`src/rtl/conv_cfg_axil_master_pkg.sv`:
```
// Shared definitions for the convolution-controller configuration master:
// register map, register values, FSM state types and the write request payload.
package conv_cfg_axil_master_pkg;

  localparam int unsigned AXIL_DATA_W = 32;
  localparam int unsigned REG_OFF_W   = 16;

  // Controller register byte offsets
  localparam int unsigned REG_CTRL        = 0;
  localparam int unsigned REG_RESET       = 4;
  localparam int unsigned REG_WIDTH       = 16;
  localparam int unsigned REG_HEIGHT      = 20;
  localparam int unsigned REG_FILTER_BASE = 24;

  localparam logic [AXIL_DATA_W-1:0] CTRL_ENABLE = AXIL_DATA_W'(1);
  localparam logic [AXIL_DATA_W-1:0] SOFT_RESET  = AXIL_DATA_W'(1);

  typedef enum logic [2:0] {
    ST_IDLE,
    ST_LOAD,
    ST_ADDR,
    ST_RESP,
    ST_DONE
  } seq_state_e;

  typedef enum logic [1:0] {
    BEAT_IDLE,
    BEAT_ADDR,
    BEAT_RESP
  } beat_state_e;

  typedef struct packed {
    logic [REG_OFF_W-1:0]   offset;
    logic [AXIL_DATA_W-1:0] data;
  } wr_req_t;

  function automatic logic [REG_OFF_W-1:0] filter_offset(input int unsigned tap);
    return REG_OFF_W'(REG_FILTER_BASE + 4 * tap);
  endfunction

endpackage

```
`src/rtl/axil_write_beat.sv`:
```
// Single AXI4-Lite write transaction engine: independent AW/W handshakes,
// B response, and a per-write timeout that aborts the transaction.
module axil_write_beat
  import conv_cfg_axil_master_pkg::*;
#(
  parameter int unsigned ADDR_WIDTH     = 10,
  parameter int unsigned TIMEOUT_CYCLES = 256
) (
  input  logic                   axi_clk,
  input  logic                   axi_reset_n,
  input  logic                   launch,
  input  wr_req_t                req,
  output logic                   addr_done_c,
  output logic                   resp_done_c,
  output logic                   timeout_c,
  output logic [ADDR_WIDTH-1:0]  m_axi_awaddr,
  output logic                   m_axi_awvalid,
  input  logic                   m_axi_awready,
  output logic [AXIL_DATA_W-1:0] m_axi_wdata,
  output logic                   m_axi_wvalid,
  input  logic                   m_axi_wready,
  input  logic                   m_axi_bvalid,
  output logic                   m_axi_bready
);

  localparam int unsigned CNT_W = $clog2(TIMEOUT_CYCLES) + 1;

  beat_state_e            phase_q, phase_d;
  logic                   aw_done_q, aw_done_d;
  logic                   w_done_q, w_done_d;
  logic [CNT_W-1:0]       cnt_q, cnt_d;
  logic                   awvalid_d, wvalid_d, bready_d;
  logic [ADDR_WIDTH-1:0]  awaddr_d;
  logic [AXIL_DATA_W-1:0] wdata_d;
  logic                   aw_hs, w_hs;

  assign aw_hs       = m_axi_awvalid & m_axi_awready;
  assign w_hs        = m_axi_wvalid & m_axi_wready;
  assign addr_done_c = (phase_q == BEAT_ADDR) & (aw_done_q | aw_hs) & (w_done_q | w_hs);
  assign resp_done_c = (phase_q == BEAT_RESP) & m_axi_bready & m_axi_bvalid;
  // A response arriving on the last allowed cycle still counts as success
  assign timeout_c   = (phase_q != BEAT_IDLE) & (cnt_q == CNT_W'(TIMEOUT_CYCLES - 1)) & ~resp_done_c;

  always_comb begin
    phase_d   = phase_q;
    aw_done_d = aw_done_q;
    w_done_d  = w_done_q;
    cnt_d     = cnt_q;
    awvalid_d = m_axi_awvalid;
    wvalid_d  = m_axi_wvalid;
    bready_d  = m_axi_bready;
    awaddr_d  = m_axi_awaddr;
    wdata_d   = m_axi_wdata;
    case (phase_q)
      BEAT_IDLE: begin
        if (launch) begin
          phase_d   = BEAT_ADDR;
          aw_done_d = 1'b0;
          w_done_d  = 1'b0;
          cnt_d     = '0;
          awvalid_d = 1'b1;
          wvalid_d  = 1'b1;
          awaddr_d  = ADDR_WIDTH'(req.offset);
          wdata_d   = req.data;
        end
      end
      BEAT_ADDR: begin
        cnt_d = cnt_q + CNT_W'(1);
        if (aw_hs) begin
          awvalid_d = 1'b0;
          aw_done_d = 1'b1;
        end
        if (w_hs) begin
          wvalid_d = 1'b0;
          w_done_d = 1'b1;
        end
        if (addr_done_c) begin
          phase_d  = BEAT_RESP;
          bready_d = 1'b1;
        end
      end
      BEAT_RESP: begin
        cnt_d = cnt_q + CNT_W'(1);
        if (resp_done_c) begin
          bready_d = 1'b0;
          phase_d  = BEAT_IDLE;
        end
      end
      default: phase_d = BEAT_IDLE;
    endcase
    if (timeout_c) begin
      phase_d   = BEAT_IDLE;
      awvalid_d = 1'b0;
      wvalid_d  = 1'b0;
      bready_d  = 1'b0;
    end
  end

  always_ff @(posedge axi_clk or negedge axi_reset_n) begin
    if (!axi_reset_n) begin
      phase_q       <= BEAT_IDLE;
      aw_done_q     <= 1'b0;
      w_done_q      <= 1'b0;
      cnt_q         <= '0;
      m_axi_awvalid <= 1'b0;
      m_axi_wvalid  <= 1'b0;
      m_axi_bready  <= 1'b0;
      m_axi_awaddr  <= '0;
      m_axi_wdata   <= '0;
    end else begin
      phase_q       <= phase_d;
      aw_done_q     <= aw_done_d;
      w_done_q      <= w_done_d;
      cnt_q         <= cnt_d;
      m_axi_awvalid <= awvalid_d;
      m_axi_wvalid  <= wvalid_d;
      m_axi_bready  <= bready_d;
      m_axi_awaddr  <= awaddr_d;
      m_axi_wdata   <= wdata_d;
    end
  end

endmodule

```
`src/rtl/conv_cfg_axil_master.sv`:
```
// Hardware sequencer that programs the convolution controller over AXI4-Lite:
// optional soft reset, enable, frame size, then the filter taps.
module conv_cfg_axil_master
  import conv_cfg_axil_master_pkg::*;
#(
  parameter int unsigned KERNEL_SIZE    = 3,
  parameter int unsigned ADDR_WIDTH     = 10,
  parameter int unsigned DATA_WIDTH     = 32,
  parameter int unsigned SOFT_RESET_EN  = 1,
  parameter int unsigned TIMEOUT_CYCLES = 256
) (
  input  logic                                  axi_clk,
  input  logic                                  axi_reset_n,
  input  logic                                  start,
  input  logic [31:0]                           cfg_width,
  input  logic [31:0]                           cfg_height,
  input  logic [KERNEL_SIZE*KERNEL_SIZE*32-1:0] cfg_filter,
  output logic                                  busy,
  output logic                                  done,
  output logic                                  error,
  output logic [ADDR_WIDTH-1:0]                 m_axi_awaddr,
  output logic                                  m_axi_awvalid,
  input  logic                                  m_axi_awready,
  output logic [DATA_WIDTH-1:0]                 m_axi_wdata,
  output logic                                  m_axi_wvalid,
  input  logic                                  m_axi_wready,
  input  logic                                  m_axi_bvalid,
  output logic                                  m_axi_bready
);

  localparam int unsigned TAPS       = KERNEL_SIZE * KERNEL_SIZE;
  localparam int unsigned NUM_WRITES = ((SOFT_RESET_EN != 0) ? 1 : 0) + 3 + TAPS;
  localparam int unsigned IDX_W      = $clog2(NUM_WRITES + 1);
  localparam int unsigned STEP_W     = IDX_W + 1;
  localparam int unsigned TAP_IDX_W  = (TAPS > 1) ? $clog2(TAPS) : 1;

  seq_state_e                         state_q, state_d;
  logic [IDX_W-1:0]                   idx_q, idx_d;
  logic                               busy_d, done_d, error_d;
  logic                               cfg_latch;
  logic [31:0]                        width_q, height_q;
  logic [TAPS-1:0][AXIL_DATA_W-1:0]   filter_q;
  logic [STEP_W-1:0]                  step;
  logic [TAP_IDX_W-1:0]               tap_idx;
  wr_req_t                            req;
  logic                               launch;
  logic                               addr_done_c, resp_done_c, timeout_c;

  assign launch = (state_q == ST_LOAD);

  // Register table: step 0 is the soft reset, skipped by offsetting the index
  always_comb begin
    step    = STEP_W'(idx_q) + STEP_W'((SOFT_RESET_EN != 0) ? 0 : 1);
    tap_idx = TAP_IDX_W'(step - STEP_W'(4));
    req     = '0;
    case (step)
      STEP_W'(0): begin
        req.offset = REG_OFF_W'(REG_RESET);
        req.data   = SOFT_RESET;
      end
      STEP_W'(1): begin
        req.offset = REG_OFF_W'(REG_CTRL);
        req.data   = CTRL_ENABLE;
      end
      STEP_W'(2): begin
        req.offset = REG_OFF_W'(REG_WIDTH);
        req.data   = width_q;
      end
      STEP_W'(3): begin
        req.offset = REG_OFF_W'(REG_HEIGHT);
        req.data   = height_q;
      end
      default: begin
        req.offset = filter_offset(32'(tap_idx));
        req.data   = filter_q[tap_idx];
      end
    endcase
  end

  // Sequencing FSM next state
  always_comb begin
    state_d   = state_q;
    idx_d     = idx_q;
    busy_d    = busy;
    done_d    = 1'b0;
    error_d   = error;
    cfg_latch = 1'b0;
    case (state_q)
      ST_IDLE: begin
        if (start) begin
          state_d   = ST_LOAD;
          idx_d     = '0;
          busy_d    = 1'b1;
          error_d   = 1'b0;
          cfg_latch = 1'b1;
        end
      end
      ST_LOAD: state_d = ST_ADDR;
      ST_ADDR: begin
        if (timeout_c) begin
          state_d = ST_DONE;
          error_d = 1'b1;
        end else if (addr_done_c) begin
          state_d = ST_RESP;
        end
      end
      ST_RESP: begin
        if (timeout_c) begin
          state_d = ST_DONE;
          error_d = 1'b1;
        end else if (resp_done_c) begin
          idx_d   = idx_q + IDX_W'(1);
          state_d = (idx_q + IDX_W'(1) == IDX_W'(NUM_WRITES)) ? ST_DONE : ST_LOAD;
        end
      end
      ST_DONE: begin
        state_d = ST_IDLE;
        done_d  = 1'b1;
        busy_d  = 1'b0;
      end
      default: state_d = ST_IDLE;
    endcase
  end

  always_ff @(posedge axi_clk or negedge axi_reset_n) begin
    if (!axi_reset_n) begin
      state_q  <= ST_IDLE;
      idx_q    <= '0;
      busy     <= 1'b0;
      done     <= 1'b0;
      error    <= 1'b0;
      width_q  <= '0;
      height_q <= '0;
      filter_q <= '0;
    end else begin
      state_q <= state_d;
      idx_q   <= idx_d;
      busy    <= busy_d;
      done    <= done_d;
      error   <= error_d;
      if (cfg_latch) begin
        width_q  <= cfg_width;
        height_q <= cfg_height;
        filter_q <= cfg_filter;
      end
    end
  end

  axil_write_beat #(
    .ADDR_WIDTH     (ADDR_WIDTH),
    .TIMEOUT_CYCLES (TIMEOUT_CYCLES)
  ) u_beat (
    .axi_clk       (axi_clk),
    .axi_reset_n   (axi_reset_n),
    .launch        (launch),
    .req           (req),
    .addr_done_c   (addr_done_c),
    .resp_done_c   (resp_done_c),
    .timeout_c     (timeout_c),
    .m_axi_awaddr  (m_axi_awaddr),
    .m_axi_awvalid (m_axi_awvalid),
    .m_axi_awready (m_axi_awready),
    .m_axi_wdata   (m_axi_wdata),
    .m_axi_wvalid  (m_axi_wvalid),
    .m_axi_wready  (m_axi_wready),
    .m_axi_bvalid  (m_axi_bvalid),
    .m_axi_bready  (m_axi_bready)
  );

endmodule
```
`config.mk`:
```
export PLATFORM = sky130hd
export DESIGN_NAME = conv_cfg_axil_master
export DESIGN_NICKNAME = d
export VERILOG_FILES = /design/src/rtl/conv_cfg_axil_master_pkg.sv /design/src/rtl/axil_write_beat.sv /design/src/rtl/conv_cfg_axil_master.sv
export SDC_FILE = /design/constraint.sdc
export NUM_CORES = 1
export LEC_CHECK = 0
export ABC_AREA = 1
export BUFFER_PORTS_ARGS = -buffer_cell sky130_fd_sc_hd__buf_2
export CAP_MARGIN = 20
export CORE_MARGIN = 10
export CORE_UTILIZATION = 55
export DETAILED_ROUTE_END_ITERATION = 12
export MAX_ROUTING_LAYER = met4
export PLACE_DENSITY_LB_ADDON = 0.12
export RECOVER_POWER = 50
export SLEW_MARGIN = 30
export SYNTH_ARGS = -nofsm -noshare
export SYNTH_HDL_FRONTEND = slang
export SYNTH_SLANG_ARGS = --single-unit
```
`constraint.sdc`:
```
create_clock -name axi_clk -period 4.62 [get_ports axi_clk]
set_input_delay 0 -clock axi_clk [delete_from_list [all_inputs] [get_ports axi_clk]]
set_output_delay 0 -clock axi_clk [all_outputs]
set_load 0.01 [all_outputs]
```
==> results.toml, run 1 <==
[global_route]
grt_max_degree = 270
antenna_found_initial = 10
grt_pass1_vias = 19775
gr-total-overflow = 0
grt_pass1_wl_um = 109000
grt_util_all_layers_pct = 32.4

[outcome]
outcome = "complete, but fails checks"
violations = "max-capacitance violations, max-slew violations"

[clock_network]
cts_root_buf = "clkbuf_16"
clk_pin_slew_ns = 0.06
ctsResizeCount = 0
cts-buffers-inserted = 45
htree_num_levels = 2
cts_max_path_buffers = 3
cts.sinks = 415
cts_tree = "built"
clock_latency_ns = 0.56

[routing]
drcViolationCount = 0
drtIter0Drc = 2064
wirelength_um = 71100
drt.antenna.violating_nets = 0
firstDrtPassIters = 6
via_per_inst = 5.44
vias = 19738
wl_per_cell_um = 19.6

[sta]
drv_slew = 340
setup_tns_ns = 0
skew_ns = 0.0230
period_minus_slack_ns = 3.30
fin_crit_sh_pct = 71.4
tightest_slew_ns = 2.76
hold_viol_final = 0
slew_headroom_pct = -84.0
setup_violations = 0
rsz0062_at_grt = "false"
fmax_mhz = 303

[floorplan]
initial_utilization_pct = 56.1
fp.dieH_um = 208
dieArea_mm2 = 0.0434
num_rows = 68
die_w_um = 208
core-area_mm2 = 0.0347
pin_count = 406

[worst_setup_path]
slowest_delay_ns = 0.82
crit_type = "reg -> reg"
cp_max_fo = 62
slowest_stage = "dfrtp_4"
r2r_slack_ns = 1.32
critPathLaunchType = "register"
crit_required_ns = 5.05
reg2reg_depth = 13
r2r_end = "u_beat.m_axi_wdata[16]"
cp-end-kind = "register"
endpoint = "u_beat.m_axi_wdata[16]"
arrival_ns = 3.73
cp_cell_sequence = "inv_2 -> ha_1 -> nand2_1 -> buf_4 -> nand2_1 -> inv_2 -> nand2_4 -> inv_2 -> o21ai_0 -> inv_1 -> nand2_1 -> nand2_1 -> nand2_1"
cp_common_cell = "nand2_1"
r2r-start = "idx_q[0]"
crit_start = "idx_q[0]"

[logic_synthesis]
netlist_instances = 2449
avgSynthCellArea_um2 = 7.96
synth_warnings = 0
ys_ff_latch = 415
ys_seq_area_share_pct = 53.3
synth_largest_area_cell = "dfrtp_1"
syn-cell-area_mm2 = 0.0195
yosysTopAreaCellShare_pct = 53.3
synth_area_leaders = "dfrtp_1, nand2_1, o21ai_0"
synth.distinct_cells = 35

[power]
power_density_mw_per_mm2 = 597
p_leak_nw = 13.0
ir_worst_vdd_uv = 345
power.total_w = 0.0158

[worst_hold_path]
hold_path_class = "in -> async"

[job]
cap_violations = 4

[finish]
finalInstanceArea_mm2 = 0.0265
mostFrequentLayoutCells = "nand2_1, dfrtp_1, dlygate4sd3_1"
stdcell_count = 3625
area_growth_pct = 35.9
drive_gt1_share_pct = 14.4
final_core_util_pct = 76.3
nNetsFinal = 3501
layout_commonest_cell = "nand2_1"

[placement]
place_area_mm2 = 0.0215
place_congestion = 0.924
numPlacedInstances = 3168
dp_hpwl_um = 43300
io_buffers = 400
-- flip-flops by register name (all words and copies together), names as in the netlist --
name and flops:
u_beat.m_axi_wdata 32, done 1, u_beat.m_axi_awvalid 1, filter_q 288
u_beat.m_axi_bready 1, u_beat.phase_q 2, u_beat.m_axi_awaddr 5, state_q 3
busy 1, width_q 32, idx_q 4, u_beat.w_done_q 1
height_q 32, u_beat.m_axi_wvalid 1, u_beat.cnt_q 9, error 1
u_beat.aw_done_q 1
-- synthesized netlist by cell type, drive strengths merged --
cell type  count
nand2        852
dfrtp        415
o21ai        330
inv          285
buf          125
nand3        110
nor2          81
a21oi         79
o211ai        63
o22ai         35
clkbuf        32
ha            16
nor3           7
o31ai          3
nor3b          2
o21bai         2
xnor2          2
xor2           2
a22oi          1
and2           1
conb           1
nand4          1
nor4           1
o21a           1
o221ai         1
or2            1
-- worst min-delay path by stage --
stage	cells after the start	endpoint	slack [ns]	start
6_report	2	filter_q[170]	0.05	axi_reset_n
5_1_grt	2	filter_q[234]	0.10	axi_reset_n
4_1_cts	2	filter_q[152]	0.08	axi_reset_n
3_5_place_dp	1	filter_q[170]	0.05	axi_reset_n
3_3_place_gp	1	filter_q[234]	0.05	axi_reset_n
2_1_floorplan	0	busy	-0.30	axi_reset_n
-- layer usage --
layer	routed length (um)	up-vias	global-route usage (%)
met5	0	-	-
met4	3970	0	16.9
met3	5580	250	6.31
met2	34000	1021	50.8
met1	27600	9376	39.1
li1	-	9091	-
-- cell type report --
cell class | count | area (um^2)
clock buffers | 67 | 1300
fillers | 2359 | 8230
diodes | 10 | 25.0
flip-flops and latches | 415 | 10400
repair buffers | 784 | 5810
clock inverters | 13 | 100
well taps | 455 | 569
multi-input cells | 1596 | 7210
inverters | 285 | 1070
-- cell families (layout without fill, tap and decap cells) --
logic type	after synthesis	after routing	synth area share, %
compound gates	515	515	14.4
xor+xnor	4	4	0.180
simple gates	1056	1056	21.3
flops	415	415	53.3
fa+ha+maj	16	16	1.03
other cells	1	15	0.0192
buf+inv	442	1149	9.80
-- worst max-delay path: cells and delay by family (launching register included) --
| kind | cells | cell delay (ns) |
|---|---|---|
| compound gates | 1 | 0.26 |
| fa+ha+maj | 1 | 0.25 |
| buf+inv | 5 | 1.40 |
| flops | 1 | 0.82 |
| simple gates | 6 | 0.42 |
-- power by group --
| part | switching, W | internal, W | leakage, nW |
|---|---|---|---|
| Combinational | 0.00403 | 0.00211 | 7.19 |
| Sequential | 0.000844 | 0.00534 | 5.14 |
| Clock | 0.00149 | 0.00200 | 0.691 |
| Total | 0.00636 | 0.00945 | 13.0 |
-- stage by stage --
step	setup slack, ns	hold WS [ns]
after floorplan	2.44	-0.296
after global placement	1.52	0.0485
after detailed placement	1.39	0.0541
after CTS	1.35	0.0831
after global routing	0.888	0.102
final	1.32	0.0502
-- repair_timing --
item                                   CTS  global route
endpoints found under the hold margin  440             0
hold buffers                           366             0
setup buffers                            0             0
No activity file was read; power rests on OpenSTA's default activity.
==> inputs of run 2 (changes only) <==
==> constraint.sdc (replaced) <==
create_clock -name axi_clk -period 3.1 [get_ports axi_clk]
set_input_delay 0 -clock axi_clk [delete_from_list [all_inputs] [get_ports axi_clk]]
set_output_delay 0 -clock axi_clk [all_outputs]
set_load 0.01 [all_outputs]
==> run 2 against run 1 <==
The run still ends with max-capacitance violations, max-slew violations left. Sequential power up 47%. First-iteration DRC count is 2.7% higher. Total power grew 52%. Die area is the same. Largest cell class unchanged. Via count rose by 0.75%. Combinational power increased by 54%. Sequential share of layout area is 0.26 points lower. Critical path depth down 4. Global-route usage grew 1.7 points. Fmax up 25%. Clock power grew 57%.
==> results.toml, run 2 (same netlist as run 1, synthesis figures left out) <==
[placement]
dp_hpwl_um = 44200
place_area_mm2 = 0.0216
io_buffers = 400
place_ws_ns = 0.527
place_congestion = 0.913
numPlacedInstances = 3176

[global_route]
grt_pass1_wl_um = 114000
grt_max_degree = 180
gr-total-overflow = 0
grt_util_all_layers_pct = 34.0
grt_pass1_vias = 20130
antenna_found_initial = 11

[floorplan]
fp.dieH_um = 208
pin_count = 406
initial_utilization_pct = 56.1
die_w_um = 208
num_rows = 68
core-area_mm2 = 0.0347
dieArea_mm2 = 0.0434

[sta]
setup_violations = 0
slew_headroom_pct = -34.7
holdWs_ns = 0.193
setup_ws_ns = 0.462
tightest_slew_ns = 2.02
drv_slew = 71
setup_tns_ns = 0
fin_crit_sh_pct = 85.1
period_minus_slack_ns = 2.64
skew_ns = 0.0275
hold_viol_final = 0
rsz0062_at_grt = "false"
fmax_mhz = 379

[power]
p_comb_share_pct = 39.4
internal-power_w = 0.0144
p_switching_w = 0.00966
power_density_mw_per_mm2 = 903
pwr-share-clk_pct = 22.8
seqPwrFrac_pct = 37.8
ir_worst_vdd_uv = 559
swShare_pct = 40.1
p_leak_nw = 13.1

[outcome]
violations = "max-capacitance violations, max-slew violations"
outcome = "complete, but fails checks"

[finish]
largest_reg_flops = 288
nNetsFinal = 3499
layout_commonest_cell = "nand2_1"
drive_gt1_share_pct = 14.9
largest_register = "filter_q"
mostFrequentLayoutCells = "nand2_1, dfrtp_1, buf_2"
area_growth_pct = 36.8
finalInstanceArea_mm2 = 0.0267
stdcell_count = 3626
filler_cell_count = 2342

[clock_network]
cts_max_path_buffers = 3
clk_pin_slew_ns = 0.06
htree_num_levels = 2
cts_tree = "built"
clock_latency_ns = 0.55
cts.sinks = 415
cts_root_buf = "clkbuf_16"
ctsResizeCount = 0
cts-buffers-inserted = 45

[worst_setup_path]
cp-end-kind = "register"
reg2reg_depth = 9
path_buf_inv = 2
crit_type = "reg -> reg"
crit_required_ns = 3.52
path_delay_family = "buffers and inverters"
cp_max_fo = 116
slowest_delay_ns = 0.67
slowest_stage = "dfrtp_4"
cp.depth = 9
critPathLaunchType = "register"
cp_common_cell = "nand2_1"
arrival_ns = 3.06
cp_cell_sequence = "buf_12 -> buf_12 -> nand2_1 -> o211ai_1 -> nand3_1 -> nand3_1 -> nand2_1 -> nand2_1 -> nand2_1"

[worst_hold_path]
hold_path_class = "in -> reg"
holdPathStages = 4

[job]
cap_violations = 1

[routing]
via_per_inst = 5.48
vias = 19887
drt.antenna.violating_nets = 0
drtIter0Drc = 2120
drcViolationCount = 0
wl_per_cell_um = 20.2
wirelength_um = 73300
firstDrtPassIters = 7
-- run 2: cell types whose count changed in the layout (fill, tap and decap cells not counted), sizes merged --
| cell | previous run | this run |
|---|---|---|
| bufinv | 1 | 3 |
| buf | 371 | 380 |
| clkinv | 10 | 11 |
| dlygate4sd3 | 366 | 357 |
| diode | 10 | 11 |
| clkinvlp | 1 | 0 |
| clkbuf | 114 | 112 |
-- run 2: worst paths after layout --
kind / start / end / slack [ns]
worst max-delay path: idx_q[0] / u_beat.m_axi_wdata[7] / 0.46
worst min-delay path: cfg_filter[109] / filter_q[109] / 0.19
worst max register to register: idx_q[0] / u_beat.m_axi_wdata[7] / 0.46
worst min register to register: filter_q[11] / filter_q[11] / 0.47
max in group asynchronous: axi_reset_n / filter_q[46] / 0.55
min in group asynchronous: axi_reset_n / filter_q[169] / 0.54
-- run 2: layout make-up --
| class | instances | area [um^2] | area share [%] |
|---|---|---|---|
| Antenna cell | 11 | 27.5 | 0.103 |
| Clock buffer | 67 | 1350 | 5.07 |
| Clock inverter | 15 | 154 | 0.577 |
| Inverter | 285 | 1070 | 4.02 |
| Multi-Input combinational cell | 1596 | 7210 | 27.1 |
| Sequential cell | 415 | 10400 | 39.0 |
| Tap cell | 455 | 569 | 2.14 |
| Timing Repair Buffer | 782 | 5880 | 22.0 |
-- run 2: power by group through the flow --
stage          clock, W  combinational (W)  sequential [W]
2_1_floorplan         0            0.00623         0.00886
3_3_place_gp          0            0.00859         0.00900
3_5_place_dp          0            0.00884         0.00908
4_1_cts         0.00551            0.00926         0.00901
5_1_grt         0.00573             0.0107         0.00933
6_report        0.00549            0.00948         0.00910
-- run 2: worst min-delay path, stage by stage --
cell and delay [ns]:
dlygate4sd3_1 0.51, buf_2 0.09, nand2_1 0.04, o21ai_0 0.06
-- run 2: what timing repair did --
item	CTS	global route
endpoints found under the setup margin	0	0
hold buffers	357	0
endpoints found under the hold margin	587	0
buffers inserted	0	0
-- run 2: per-layer routing --
metal  track usage [%]  share of wire, %
met5                 -                 0
met4              15.8               5.1
met3              5.77               7.6
met2              53.8                48
met1              42.1                39
-- run 2: metrics by stage --
step / utilization (%) / total power [W]
after floorplan: - / 0.0151
after global placement: 62.3 / 0.0176
after detailed placement: 62.3 / 0.0179
after CTS: 77.0 / 0.0238
after global routing: 76.8 / 0.0258
final: 76.8 / 0.0241
